## config.mk

```make
export PLATFORM = sky130hd
export DESIGN_NAME = instr_encoder
export DESIGN_NICKNAME = d
export VERILOG_FILES = /design/src/rtl/instr_encoder.sv
export SDC_FILE = /design/constraint.sdc
export NUM_CORES = 1
export LEC_CHECK = 0
export CAP_MARGIN = 5
export CELL_PAD_IN_SITES_DETAIL_PLACEMENT = 2
export CELL_PAD_IN_SITES_GLOBAL_PLACEMENT = 2
export CORE_ASPECT_RATIO = 0.7
export CORE_MARGIN = 2
export CORE_UTILIZATION = 35
export CTS_CLUSTER_DIAMETER = 80
export CTS_CLUSTER_SIZE = 14
export DETAILED_ROUTE_END_ITERATION = 6
export HOLD_SLACK_MARGIN = 0.12
export PLACE_DENSITY_LB_ADDON = 0.08
export SLEW_MARGIN = 20
export SYNTH_ARGS = -nofsm -noshare
export SYNTH_HDL_FRONTEND = slang
export SYNTH_SLANG_ARGS = --single-unit
```

## constraint.sdc

```tcl
create_clock -name e_clk -period 8 [get_ports e_clk]
set_input_delay 0.8 -clock e_clk [delete_from_list [all_inputs] [get_ports e_clk]]
set_output_delay 0.8 -clock e_clk [all_outputs]
set_load 0.01 [all_outputs]
```

## src/rtl/instr_encoder.sv

```systemverilog
// instr_encoder: packs decoded RV32I fields into 32-bit words tagged with a sequential PC, queued in an output FIFO.
// Latency: an accepted set is at the FIFO head (e_o_valid=1) the cycle after the accept edge when the FIFO was empty.
// Backpressure: e_o_ready = !full from the count register only; a full FIFO refuses new sets even while popping.
// Optional feature macro: ENCODER_RANGE_CHECK_EN (also rejects immediates that do not fit their encoded field).

`ifndef OPCODE_OP
`define OPCODE_OP      7'b0110011
`endif
`ifndef OPCODE_OP_IMM
`define OPCODE_OP_IMM  7'b0010011
`endif
`ifndef OPCODE_LOAD
`define OPCODE_LOAD    7'b0000011
`endif
`ifndef OPCODE_STORE
`define OPCODE_STORE   7'b0100011
`endif
`ifndef OPCODE_BRANCH
`define OPCODE_BRANCH  7'b1100011
`endif
`ifndef OPCODE_JAL
`define OPCODE_JAL     7'b1101111
`endif
`ifndef OPCODE_JALR
`define OPCODE_JALR    7'b1100111
`endif
`ifndef OPCODE_LUI
`define OPCODE_LUI     7'b0110111
`endif
`ifndef OPCODE_AUIPC
`define OPCODE_AUIPC   7'b0010111
`endif
`ifndef OPCODE_SYSTEM
`define OPCODE_SYSTEM  7'b1110011
`endif
`ifndef OPCODE_FENCE
`define OPCODE_FENCE   7'b0001111
`endif

module instr_encoder #(
  parameter int                  DEPTH    = 4,
  parameter int                  PC_WIDTH = 32,
  parameter int                  AWIDTH   = 5,
  parameter logic [PC_WIDTH-1:0] RESET_PC = '0
) (
  input  logic                e_clk,
  input  logic                e_rst,
  input  logic                e_i_valid,
  output logic                e_o_ready,
  input  logic [3:0]          e_i_op,
  input  logic [2:0]          e_i_funct3,
  input  logic                e_i_alt,
  input  logic [AWIDTH-1:0]   e_i_rs1,
  input  logic [AWIDTH-1:0]   e_i_rs2,
  input  logic [AWIDTH-1:0]   e_i_rd,
  input  logic [31:0]         e_i_imm,
  input  logic                e_i_flush,
  output logic                e_o_valid,
  input  logic                e_i_ready,
  output logic [31:0]         e_o_instr,
  output logic [PC_WIDTH-1:0] e_o_pc,
  output logic                e_o_err
);

  localparam int PTR_W = $clog2(DEPTH);
  localparam int CNT_W = PTR_W + 1;

  localparam logic [3:0] OP_RTYPE  = 4'd0;
  localparam logic [3:0] OP_ITYPE  = 4'd1;
  localparam logic [3:0] OP_LOAD   = 4'd2;
  localparam logic [3:0] OP_STORE  = 4'd3;
  localparam logic [3:0] OP_BRANCH = 4'd4;
  localparam logic [3:0] OP_JAL    = 4'd5;
  localparam logic [3:0] OP_JALR   = 4'd6;
  localparam logic [3:0] OP_LUI    = 4'd7;
  localparam logic [3:0] OP_AUIPC  = 4'd8;
  localparam logic [3:0] OP_SYSTEM = 4'd9;
  localparam logic [3:0] OP_FENCE  = 4'd10;

  // Register fields are 5 bits in RV32I; wider address ports keep only the low bits.
  logic [4:0]  rs1_f, rs2_f, rd_f;
  logic        is_shift;
  logic [11:0] shamt_f;
  logic [31:0] word;
  logic        legal_op;
  logic        range_ok;
  logic        accept, push, reject, pop;

  logic [31:0]         mem_instr [DEPTH];
  logic [PC_WIDTH-1:0] mem_pc    [DEPTH];
  logic [PTR_W-1:0]    wr_ptr, rd_ptr;
  logic [CNT_W-1:0]    count;
  logic [PC_WIDTH-1:0] pc_tag;
  logic                err;

  assign rs1_f    = e_i_rs1[4:0];
  assign rs2_f    = e_i_rs2[4:0];
  assign rd_f     = e_i_rd[4:0];
  assign is_shift = (e_i_funct3 == 3'b001) || (e_i_funct3 == 3'b101);
  // Shift-immediates carry the SRAI selector in bit 30 and a 5-bit shamt.
  assign shamt_f  = {1'b0, e_i_alt, 5'b0, e_i_imm[4:0]};

  // Pack the field set according to its op class; unknown classes are flagged illegal.
  always_comb begin
    word     = 32'h0;
    legal_op = 1'b1;
    case (e_i_op)
      OP_RTYPE:  word = {1'b0, e_i_alt, 5'b0, rs2_f, rs1_f, e_i_funct3, rd_f, `OPCODE_OP};
      OP_ITYPE:  word = {(is_shift ? shamt_f : e_i_imm[11:0]), rs1_f, e_i_funct3, rd_f, `OPCODE_OP_IMM};
      OP_LOAD:   word = {e_i_imm[11:0], rs1_f, e_i_funct3, rd_f, `OPCODE_LOAD};
      OP_STORE:  word = {e_i_imm[11:5], rs2_f, rs1_f, e_i_funct3, e_i_imm[4:0], `OPCODE_STORE};
      OP_BRANCH: word = {e_i_imm[12], e_i_imm[10:5], rs2_f, rs1_f, e_i_funct3,
                         e_i_imm[4:1], e_i_imm[11], `OPCODE_BRANCH};
      OP_JAL:    word = {e_i_imm[20], e_i_imm[10:1], e_i_imm[11], e_i_imm[19:12], rd_f, `OPCODE_JAL};
      OP_JALR:   word = {e_i_imm[11:0], rs1_f, e_i_funct3, rd_f, `OPCODE_JALR};
      OP_LUI:    word = {e_i_imm[31:12], rd_f, `OPCODE_LUI};
      OP_AUIPC:  word = {e_i_imm[31:12], rd_f, `OPCODE_AUIPC};
      OP_SYSTEM: word = {e_i_imm[11:0], rs1_f, e_i_funct3, rd_f, `OPCODE_SYSTEM};
      OP_FENCE:  word = {e_i_imm[11:0], rs1_f, e_i_funct3, rd_f, `OPCODE_FENCE};
      default:   legal_op = 1'b0;
    endcase
  end

`ifdef ENCODER_RANGE_CHECK_EN
  logic signed [31:0] simm;
  logic               fits12;
  assign simm   = $signed(e_i_imm);
  assign fits12 = (simm >= -32'sd2048) && (simm <= 32'sd2047);

  // Reject immediates that the encoded field cannot represent exactly.
  always_comb begin
    range_ok = 1'b1;
    case (e_i_op)
      OP_ITYPE:            range_ok = is_shift ? (e_i_imm[31:5] == 27'h0) : fits12;
      OP_LOAD, OP_STORE,
      OP_JALR:             range_ok = fits12;
      OP_SYSTEM, OP_FENCE: range_ok = (e_i_imm <= 32'd4095);
      OP_BRANCH:           range_ok = (simm >= -32'sd4096) && (simm <= 32'sd4094) && !e_i_imm[0];
      OP_JAL:              range_ok = (simm >= -32'sd1048576) && (simm <= 32'sd1048574) && !e_i_imm[0];
      OP_LUI, OP_AUIPC:    range_ok = (e_i_imm[11:0] == 12'h0);
      default:             range_ok = 1'b1;
    endcase
  end
`else
  assign range_ok = 1'b1;
`endif

  assign e_o_valid = (count != '0);
  assign e_o_ready = (count != CNT_W'(DEPTH));
  assign accept    = e_i_valid && e_o_ready;
  assign push      = accept && legal_op && range_ok;
  assign reject    = accept && !(legal_op && range_ok);
  assign pop       = e_o_valid && e_i_ready;

  assign e_o_instr = mem_instr[rd_ptr];
  assign e_o_pc    = mem_pc[rd_ptr];
  assign e_o_err   = err;

  // Pointers, occupancy, PC tag and sticky error; flush overrides push and pop.
  always_ff @(posedge e_clk) begin
    if (!e_rst) begin
      wr_ptr <= '0;
      rd_ptr <= '0;
      count  <= '0;
      pc_tag <= RESET_PC;
      err    <= 1'b0;
    end else if (e_i_flush) begin
      wr_ptr <= '0;
      rd_ptr <= '0;
      count  <= '0;
      pc_tag <= RESET_PC;
      err    <= 1'b0;
    end else begin
      if (push) begin
        wr_ptr <= wr_ptr + PTR_W'(1);
        pc_tag <= pc_tag + PC_WIDTH'(4);
      end
      if (pop) begin
        rd_ptr <= rd_ptr + PTR_W'(1);
      end
      case ({push, pop})
        2'b10:   count <= count + CNT_W'(1);
        2'b01:   count <= count - CNT_W'(1);
        default: count <= count;
      endcase
      if (reject) begin
        err <= 1'b1;
      end
    end
  end

  // Storage write; cleared on reset so the empty head reads instr=0, pc=RESET_PC.
  always_ff @(posedge e_clk) begin
    if (!e_rst) begin
      for (int i = 0; i < DEPTH; i++) begin
        mem_instr[i] <= 32'h0;
        mem_pc[i]    <= RESET_PC;
      end
    end else if (push && !e_i_flush) begin
      mem_instr[wr_ptr] <= word;
      mem_pc[wr_ptr]    <= pc_tag;
    end
  end

endmodule

```

**Word level (Yosys, flattened, before mapping)**

Memories as Yosys holds them, arrays and structs flattened. A register that Yosys moved wholly into a read port is not among the register bits.
Cells that the tools add are included.

- Order comparisons: 0
- Multiplexer cells: 18
- Multipliers: 0
- Bitwise gates (word level): 1
- Eq/ne operators: 15
- Reductions and logical operators: 15
- Shift operators: 0
- Add/sub/neg operators: 5
- Divide/modulo/power cells: 0

Operators by type and width:

| cell | number |
|---|---|
| one-hot mux 32 bit (11 select lines) | 1 |
| 2-to-1 mux 32 bit | 2 |
| OR reduction 32 bit | 2 |
| adder 32 x 3 -> 32 bit (second input constant) | 1 |
| equality test 4 x 3 -> 1 bit (second input constant) | 4 |
| equality test 4 bit (second input constant) | 3 |
| 2-to-1 mux 12 bit | 1 |
| 2-to-1 mux 2 bit | 6 |
| OR reduction 11 bit | 1 |
| equality test 4 x 2 -> 1 bit (second input constant) | 2 |
| 2-to-1 mux 1 bit | 7 |
| one-hot mux 3 bit (2 select lines) | 1 |
| logical AND 1 bit | 5 |
| adder 2 x 1 -> 2 bit (second input constant) | 2 |
| equality test 4 x 1 -> 1 bit (second input constant) | 1 |
| logical NOT 4 bit | 1 |
| adder 3 x 1 -> 3 bit (second input constant) | 1 |
| equality test 3 x 1 -> 1 bit (second input constant) | 1 |
| equality test 3 bit (second input constant) | 1 |
| inequality test 3 bit (second input constant) | 1 |
| nonzero test 3 bit | 1 |
| subtractor 3 x 1 -> 3 bit (second input constant) | 1 |
| equality test 2 x 1 -> 1 bit (second input constant) | 1 |
| equality test 2 bit (second input constant) | 1 |
| other kinds (5) | 6 |

- Output and inout bits: 67
- Memory bits (read-only): 0
- Logic and storage cells: 61
- Latch bits: 0
- Memories: 2
- Flip-flop bits (word level): 40
- Bits in writable memories: 256

Memories:

| memory | words | width | read ports | clocked after Yosys merged registers in | write ports | RTL line | text |
|---|---|---|---|---|---|---|---|
| mem_instr | 4 | 32 | 1 | 1 | 4 | 89 | `logic [31:0] mem_instr [DEPTH];` |
| mem_pc | 4 | 32 | 1 | 1 | 4 | 90 | `logic [PC_WIDTH-1:0] mem_pc [DEPTH];` |

**Depth between registers and ports, before layout**

Gate-level depths: netlist of the first run.

- Word-level depth: 10
- Depth in mapped cells: 11
- Depth with buffers taken out: 9

**Worst setup path before layout of the first run**

No wires, ideal clock.

- Kind: in2reg
- Start: in e_i_op[0]
- End: mem mem_instr[3][10], enable pin
- Data arrival time: 6082 ps
- Library setup time: 571 ps
- Slack: 1347 ps
- Stages: 5
- Required time: 7429 ps
- Cells stage by stage: buf_2 -> a21oi_2 -> buf_2 -> o2111ai_1 -> o31ai_1

RTL lines:

| what | RTL line | text |
|---|---|---|
| from (decl) | 50 | `input logic [3:0] e_i_op,` |
| to (decl) | 89 |  |

==> summary.md, run 1 <==
| Metric | Value |
|---|---|
| Layout cell share with drive strength beyond 1 | `12.6%` |
| TritonCTS sink count | `284` |
| Sequential Area | `8130 sq um` |
| Type of the worst setup path | `in -> reg` |
| Initial Util | `35.7%` |
| Final non-filler cell area | `15700 sq um` |
| Top cells by area, synth | `edfxtp_1, mux4_2, dfxtp_1, and2_1, a21oi_1` |
| Synth cell types | `74` |
| Sequential share of the synthesized area | `60.9%` |
| Mux contribution to synthesized area | `10.8%` |
| Tot GR Track Use | `20.4%` |
| Synth async-reset ratio | `0%` |
| Maxcap violations | `0` |
| Congestion Overflow GR | `0` |
| Total routed wirelength | `39900 microns` |
| # hold bufs at CTS | `0` |
| YS warnings | `0` |
| Area share of and/or/nand/nor cells after synthesis | `15.3%` |
| Htree depth | `1` |
| VDD IR max | `0.150 mV` |
| Boundary Pins | `127` |
| PwrDens | `196 nW/um^2` |
| Synthesized area per cell | `13.1 sq um` |
| Startpoint types | `input pin` |
| Vias in the first global route | `9540` |
| WP buf/inv | `6` |
| Area leader, netlist | `edfxtp_1` |
| CTS tree | `done` |
| DR iter-0 viols | `510` |
| Slew @ Worst Pin | `1030 ps` |
| Leakage | `0.00520 uW` |
| Status | `complete, no violations` |
| FP Rows | `59` |
| Worst EP arrival | `4780 ps` |
| Mapped Area | `13300 sq um` |
| Most frequent cells in the layout | `edfxtp_1, clkdlybuf4s50_1, nor2_1` |
| Fin nets | `1168` |
| Antenna violations before repair | `1` |
| Seq cells post-synth | `284` |
| Nature of the critical path endpoint | `register` |
| Post-Syn Instances | `1015` |
| Postcts setup bufs | `0` |
| Largest net degree at the start of global routing | `65` |
| Clk slew on worst S/H paths | `70 ps` |
| Commonest non-fill, non-tap cell in the layout | `edfxtp_1` |
| Post-cts sizing count | `0` |
| Unrepaired setup endpoints after global routing | `no` |
| Final Util | `42.0%` |
| Final ANT Viol Nets | `0` |
| Fill count | `3731` |
| Fmax | `220 MHz` |
| Synth Area in XOR/XNOR | `0.656%` |
| DIE AREA | `39700 sq um` |
| Drt pass-1 iters | `5` |
| Crit path cell chain | `clkdlybuf4s50_1, buf_4, inv_1, o2111ai_4, buf_4, or3_1, buf_4, nand2_2, buf_4` |
| Core Region | `37400 sq um` |
| Final setup TNS | `0 ps` |
| Hold WC Path Type | `reg -> reg` |
| Cell Area, Placed | `15000 sq um` |
| Clock Latency Late Sink | `540 ps` |
| Worst Path Required | `8230 ps` |
| Clock Skew | `28.9 ps` |
| Tcrit/Tclk final | `56.9%` |
| Share of the synthesized area in the top cell type | `54.9%` |
| Synth Area in Compound Gates | `8.73%` |
| Clock Tree Root | `clkbuf_16` |
| Vias | `8835` |
| Reg2Reg Setup Slack | `4170 ps` |
| Fin. max-slew vios | `0` |
| Top delay family on crit path | `buffers and inverters` |
| Die Wd | `237 microns` |
| Global-route wire length before repair | `61300 microns` |
| Vias per inst | `5.48` |
| CTS Buf Count | `24` |
| Max clock buf depth | `3` |
| Drt wl/cell | `24.8 microns` |
| Remaining DRCs | `0` |
| DP Wirelength | `26000 microns` |
| Placer congestion estimate | `0.740` |
| CP max FO | `36` |
| Synth-to-layout area growth | `17.6%` |
| Input/output buffers | `124` |
| Most frequent cell on the critical path | `buf_4` |
| Worst path slowest cell | `nand2_2` |
| Final setup fails | `0` |
| Adder-cell share of the synthesized area | `0.337%` |
| Final period demand of the worst path | `4550 ps` |
| Synth Flop Type | `edfxtp_1` |
| Number of synthesized flops with an enable pin | `244` |
| Largest stage delay on the critical path | `710 ps` |
| Relative slew slack | `31.2%` |
| Die Height | `167 microns` |
| Final Hold Viols | `0` |
| Multi-input logic area | `4810 sq um` |
| Largest family of logic cells by synthesized area | `simple AND/OR/NAND/NOR gates` |
==> cells in the mapped netlist, types with 4 or more instances <==
cell / instances
buf_4: 5
and2_1: 101
or3b_2: 5
a32oi_1: 5
o31ai_1: 10
and3_1: 11
nand2b_1: 11
buf_2: 20
and2_2: 4
mux2i_1: 7
mux4_2: 61
xnor2_1: 5
nor4_1: 4
o311ai_0: 4
clkbuf_1: 39
or3_1: 9
nand3b_1: 14
buf_1: 10
nand4_1: 8
o2111ai_1: 4
o21bai_1: 8
a222oi_1: 4
xor2_1: 5
inv_2: 5
nor2_1: 103
nand2_1: 46
dfxtp_1: 40
a21oi_1: 84
edfxtp_1: 244
inv_1: 13
nor2b_1: 15
a21boi_0: 13
o21ai_0: 22
nand3_1: 8
or4_1: 10
o41ai_1: 4
==> worst register-to-register path, stage by stage, from the launching register on <==
cell and delay, ps:
dfxtp_1 400, nor3b_2 400, inv_2 200, o2111ai_4 150, buf_4 490, or3_1 190, buf_4 420, nand2_2 710
buf_4 530
==> sequential cells by signal, summed over array words and instances (netlist names), named ones only <==
signal,cells
count,3
e_o_err,1
mem_instr,124
mem_pc,120
pc_tag,30
rd_ptr,2
wr_ptr,2
==> path summary, 6_finish.rpt <==
kind	start	end	depth (start not counted)
worst min register to register	pc_tag[23]	pc_tag[23]	2
worst max register to register	count[2]	mem_instr[0][15]	8
worst min-delay path	pc_tag[23]	pc_tag[23]	2
worst max-delay path	e_i_op[3]	mem_instr[0][15]	9
==> report_power, final <==
group	leakage, uW	switching (uW)	internal (uW)	total (uW)
logic	0.00203	155	114	269
clock network	0.000335	536	587	1120
registers	0.00284	20.6	1660	1680
==> area by class of cell <==
cell class	count	share of cell area, %
well taps	488	3.89
flip-flops and latches	284	51.8
inverters	18	0.430
repair buffers	142	8.74
clock inverters	1	0.0717
multi-input cells	635	30.6
clock buffers	43	4.42
diodes	2	0.0319
==> per-stage QoR <==
step / instances / setup slack, ps / power [uW] / hold slack (ps)
final: 1613 / 3450 / 3070 / 527
after global routing: 1611 / 3150 / 3170 / 558
after floorplan: 1016 / 1350 / 1840 / 461
after global placement: 1567 / 2930 / 1980 / 489
after detailed placement: 1567 / 2850 / 1980 / 509
after CTS: 1611 / 3400 / 3100 / 523
==> cell families (layout without fill, tap and decap cells) <==
logic type | after synthesis | after routing
simple gates | 370 | 370
other cells | 1 | 4
mux | 68 | 68
buf+inv | 97 | 204
xor+xnor | 10 | 10
flops | 284 | 284
fa+ha+maj | 3 | 3
compound gates | 182 | 182
==> metal layers <==
metal | track usage [%] | wire length [microns] | part of all wire (%) | vias to the layer above
li1 | - | - | - | 4016
met1 | 30.2 | 19600 | 49 | 4637
met2 | 32.7 | 18500 | 46 | 140
met3 | 2.44 | 1220 | 3.1 | 40
met4 | 3.45 | 583 | 1.5 | 2
met5 | 0 | 8 | 0.020 | -
No activity file was read; power rests on OpenSTA's default activity.
==> run 2, diff against run 1 <==
- clock period: 8 -> 3.7 ns (I/O delays scaled with it)
==> run 2 against run 1 <==
Clock-buffer cell count unchanged. Register-to-register slack lost 3000 ps. Flip-flop and latch count is the same. Non-clock buffer count rose by 13. Global-route usage is essentially flat. Largest cell class unchanged. Critical path type is now reg -> out.
==> summary.md, run 2 (synthesis gave the netlist of run 1 again) <==
| Metric | Value |
|---|---|
| Status | `complete, no violations` |
| Clk slew on worst S/H paths | `70 ps` |
| CTS Buf Count | `24` |
| Vias per inst | `5.49` |
| Fin. max-slew vios | `0` |
| Clock Tree Root | `clkbuf_16` |
| Drt pass-1 iters | `5` |
| Max reg flops | `124` |
| Congestion Overflow GR | `0` |
| VDD IR max | `0.326 mV` |
| Sw frac | `23.2%` |
| Hold_sp | `e_o_err` |
| Final non-filler cell area | `15900 sq um` |
| Regs by FF count | `mem_instr (124), mem_pc (120), pc_tag (30)` |
| Synth-to-layout area growth | `19.0%` |
| Worst Path Required | `3330 ps` |
| Final ANT Viol Nets | `0` |
| Leakage | `0.00529 uW` |
| Layout cell share with drive strength beyond 1 | `13.9%` |
| Remaining DRCs | `0` |
| Die Wd | `237 microns` |
| Clock Power Share | `36.7%` |
| Htree depth | `1` |
| Nature of the critical path endpoint | `primary output` |
| Largest Register | `mem_instr` |
| Gate power share | `9.1%` |
| Initial Util | `35.7%` |
| Reg2reg path depth | `6` |
| Final setup TNS | `0 ps` |
| Tcrit/Tclk final | `83.8%` |
| WP buf/inv | `2` |
| Relative slew slack | `32.4%` |
| Type of the worst setup path | `reg -> out` |
| Fill count | `3757` |
| Final setup fails | `0` |
| Maxcap violations | `0` |
| Reg2Reg Setup Slack | `1190 ps` |
| Die Height | `167 microns` |
| # hold bufs at CTS | `0` |
| Worst path slowest cell | `dfxtp_4` |
| Hold worst-path end | `e_o_err` |
| Core Region | `37400 sq um` |
| PwrDens | `420 nW/um^2` |
| Hold WC Path Type | `reg -> reg` |
| Most frequent cells in the layout | `edfxtp_1, clkdlybuf4s50_1, nor2_1` |
| DR iter-0 viols | `543` |
| Boundary Pins | `127` |
| Postcts setup bufs | `0` |
| Vias | `8927` |
| Fmax | `323 MHz` |
| Final period demand of the worst path | `3100 ps` |
| Max clock buf depth | `3` |
| Antenna violations before repair | `2` |
| Placer congestion estimate | `0.752` |
| Slew @ Worst Pin | `1010 ps` |
| Largest stage delay on the critical path | `650 ps` |
| TritonCTS sink count | `284` |
| Crit path cell chain | `buf_4, mux4_2, clkdlybuf4s50_1` |
| Hold Path Depth | `2` |
| Clock Latency Late Sink | `540 ps` |
| Tot GR Track Use | `20.4%` |
| FP Rows | `59` |
| Worst EP arrival | `2730 ps` |
| Commonest non-fill, non-tap cell in the layout | `edfxtp_1` |
| Crit Reg-Reg Startpoint | `count[0]` |
| CTS tree | `done` |
| DIE AREA | `39700 sq um` |
| Input/output buffers | `124` |
| Drt wl/cell | `24.7 microns` |
| R2R Path End | `mem_pc[0][9]` |
| Final Hold Viols | `0` |
| Post-cts sizing count | `0` |
| Clock Skew | `20.8 ps` |
| Cell Area, Placed | `15200 sq um` |
| Top delay family on crit path | `buffers and inverters` |
| Vias in the first global route | `9800` |
| Largest net degree at the start of global routing | `64` |
| Unrepaired setup endpoints after global routing | `no` |
| Global-route wire length before repair | `61700 microns` |
| Int Pwr | `5130 uW` |
| Flop pwr share | `54.2%` |
| Fin nets | `1181` |
| Startpoint types | `register` |
| DP Wirelength | `26100 microns` |
| Switching power total | `1550 uW` |
| Total routed wirelength | `40100 microns` |
| Worst path depth | `3` |
| CP max FO | `19` |
-- run 2: worst max-delay path by stage --
stage	start	to	slack, ps
6_report	register	e_o_pc[30]	600
5_1_grt	register	e_o_instr[0]	440
4_1_cts	register	e_o_pc[30]	490
3_5_place_dp	e_i_flush	mem_pc[0][9]	610
3_3_place_gp	e_rst	mem_pc[0][9]	690
2_1_floorplan	e_i_op[0]	mem_instr[0][0]	370
-- run 2: power by group through the flow --
stage               clock [uW]  combinational [uW]  sequential, uW
finish                    2450                 609            3620
global placement             0                 606            3690
detailed placement           0                 616            3690
global route              2630                 656            3630
floorplan                    0                 305            3680
CTS                       2530                 619            3620
-- run 2: final cells by class --
class,instances,area [sq um],area share [%]
Sequential cell,284,8140,51.2
Multi-Input combinational cell,635,4820,30.4
Timing Repair Buffer,155,1530,9.64
Clock buffer,43,703,4.43
Tap cell,488,611,3.84
Inverter,18,67.6,0.425
Clock inverter,1,8.76,0.0551
Antenna cell,2,5.00,0.0315
-- run 2: through the flow --
step,setup slack [ps],util (%),power [uW],instances,hold slack (ps)
2_1_floorplan,367,-,3980,1016,461
3_3_place_gp,694,40.6,4290,1580,451
3_5_place_dp,614,40.6,4310,1580,479
4_1_cts,488,42.5,6770,1624,496
5_1_grt,437,42.5,6920,1625,550
6_report,601,42.5,6680,1626,490
-- run 2: worst reg2reg max path: cells and delay by family (launching register included) --
family                 cells  cell delay, ps
flip-flops                 1             470
AO/OA/AOI/OAI              1             190
buffers and inverters      2             480
AND/OR/NAND/NOR            3            1080
-- run 2: routing by layer --
layer,vias up,track usage (%),part of all wire (%)
li1,4022,-,-
met4,0,4.18,1.7
met1,4719,29.6,49
met2,148,33.4,47
met3,38,2.26,2.8
met5,-,0,0
==> run 3, diff against run 2 <==
- clock period: 3.7 -> 2.51 ns (I/O delays scaled with it)
==> run 3 against run 2 <==
Via count is 2.8% higher. Clock skew shrank 4.0 ps. Utilization rose by 2.0 points. Critical path depth up 1. First-iteration DRC count grew 6.3%. Worst hold slack better by 13 ps. Combinational power is 59% higher. Largest cell class unchanged. Die area unchanged. Wire length up 5.1%. Critical endpoint is now e_o_instr[19]. Critical path type unchanged.
==> summary.md, run 3 (synthesis gave the netlist of run 1 again) <==
| Metric | Value |
|---|---|
| Clock Tree Root | `clkbuf_16` |
| Max clock buf depth | `3` |
| Fin nets | `1245` |
| Largest net degree at the start of global routing | `53` |
| TritonCTS sink count | `284` |
| Drt pass-1 iters | `5` |
| CTS tree | `done` |
| Final setup fails | `0` |
| Final ANT Viol Nets | `0` |
| Most frequent cells in the layout | `edfxtp_1, nor2_1, and2_1` |
| Type of the worst setup path | `reg -> out` |
| R2R Path End | `pc_tag[22]` |
| Multi-input logic area | `4850 sq um` |
| Final worst slack | `65.6 ps` |
| Fin. max-slew vios | `0` |
| Startpoint types | `register` |
| Drt wl/cell | `25.0 microns` |
| DIE AREA | `39700 sq um` |
| Clock Latency Late Sink | `540 ps` |
| Fmax | `409 MHz` |
| Tot GR Track Use | `21.7%` |
| Final Util | `44.5%` |
| Status | `complete, no violations` |
| Input/output buffers | `124` |
| Die Wd | `237 microns` |
| Sequential Area | `8130 sq um` |
| Final hold slack | `503 ps` |
| Worst setup path end | `e_o_instr[19]` |
| Synth-to-layout area growth | `24.6%` |
| Remaining DRCs | `0` |
| Reg2reg path depth | `4` |
| DP Wirelength | `28000 microns` |
| CTS Buf Count | `24` |
| Regs by FF count | `mem_instr (124), mem_pc (120), pc_tag (30)` |
| Placer congestion estimate | `0.742` |
| Vias per inst | `5.44` |
| Nature of the critical path endpoint | `primary output` |
| Tcrit/Tclk final | `97.4%` |
| WP buf/inv | `3` |
| DR iter-0 viols | `577` |
| Worst Path Required | `2260 ps` |
| Antenna violations before repair | `1` |
| Final Hold Viols | `0` |
| Htree depth | `1` |
| Clk slew on worst S/H paths | `70 ps` |
| FP Rows | `59` |
| Core Region | `37400 sq um` |
| Relative slew slack | `50.3%` |
| Unrepaired setup endpoints after global routing | `no` |
| Vias in the first global route | `10.2k` |
| Fill count | `3658` |
| Crit Reg-Reg Startpoint | `pc_tag[7]` |
| Total routed wirelength | `42100 microns` |
| PwrDens | `598 nW/um^2` |
| # hold bufs at CTS | `0` |
| Crit path cell chain | `buf_12, buf_4, mux4_2, clkdlybuf4s50_1` |
| Final period demand of the worst path | `2440 ps` |
| Worst path slowest cell | `clkdlybuf4s50_1` |
| Hold WC Path Type | `in -> reg` |
| CP max FO | `5` |
| Reg2Reg Setup Slack | `260 ps` |
| VDD IR max | `0.417 mV` |
| Commonest non-fill, non-tap cell in the layout | `edfxtp_1` |
| Max reg flops | `124` |
| Initial Util | `35.7%` |
| Vias | `9176` |
| Antenna cells | `0` |
| Layout cell share with drive strength beyond 1 | `18.4%` |
| Worst EP arrival | `2190 ps` |
| Slew @ Worst Pin | `738 ps` |
| Clock Skew | `16.7 ps` |
| Global-route wire length before repair | `65200 microns` |
| Maxcap violations | `0` |
| Worst path depth | `4` |
| Largest stage delay on the critical path | `500 ps` |
| Dpl ws | `-38.1 ps` |
| Congestion Overflow GR | `0` |
| Boundary Pins | `127` |
| Leakage | `0.00596 uW` |
| Top delay family on crit path | `buffers and inverters` |
| Largest Register | `mem_instr` |
| Die Height | `167 microns` |
[run 3: layout make-up]
cell class                 count  area share (%)
tap                          488            3.67
inverter                      18           0.406
sequential                   284            48.9
clock inverter                 1          0.0376
timing repair buffer         219            13.6
clock buffer                  43            4.30
multi-input combinational    635            29.1
[run 3: worst min path at each step]
stage / start / endpoint / slack (ps) / cells past startpoint
5_1_grt: e_i_imm[29] / mem_instr[3][29] / 520 / 3
6_report: e_i_imm[29] / mem_instr[3][29] / 500 / 3
3_3_place_gp: pc_tag[23] / pc_tag[23] / 490 / 2
4_1_cts: e_i_imm[29] / mem_instr[3][29] / 480 / 3
2_1_floorplan: pc_tag[23] / pc_tag[23] / 460 / 2
3_5_place_dp: pc_tag[23] / pc_tag[23] / 510 / 2
[run 3: timing repair]
item	in CTS	in global routing
cloned	1	0
setup buffers	9	9
endpoints found under the setup margin	57	12
hold endpoints to repair	0	0
resized for setup	52	10
[run 3: power breakdown]
group	internal, uW	switching [uW]	leakage (uW)	total [uW]
Clock	1930	1720	0.000345	3640
Combinational	427	542	0.00278	969
Sequential	5280	56.3	0.00284	5330
[run 3: worst reg2reg max path, stage by stage, from the launching register on]
cell      delay (ps)
dfxtp_1          500
nand4_2          260
or4_1            800
o311ai_0         420
o41ai_1          140
[run 3: per-layer routing]
metal	wire, microns	track usage [%]	share of wire, %	vias up
li1	-	-	-	4154
met1	20400	31.6	48	4842
met2	19800	35.5	47	141
met3	1320	2.82	3.1	39
met4	646	3.55	1.5	0
met5	0	0	0	-
[run 3: per-stage QoR]
stage / cells / setup TNS, ps / power, uW / cell area, sq um
finish: 1688 / 0 / 9940 / 16600
global route: 1688 / 0 / 10300 / 16600
CTS: 1679 / 0 / 10100 / 16500
detailed placement: 1625 / -211 / 6440 / 15700
global placement: 1625 / 0 / 6420 / 15700
floorplan: 1016 / -24500 / 5870 / 13400
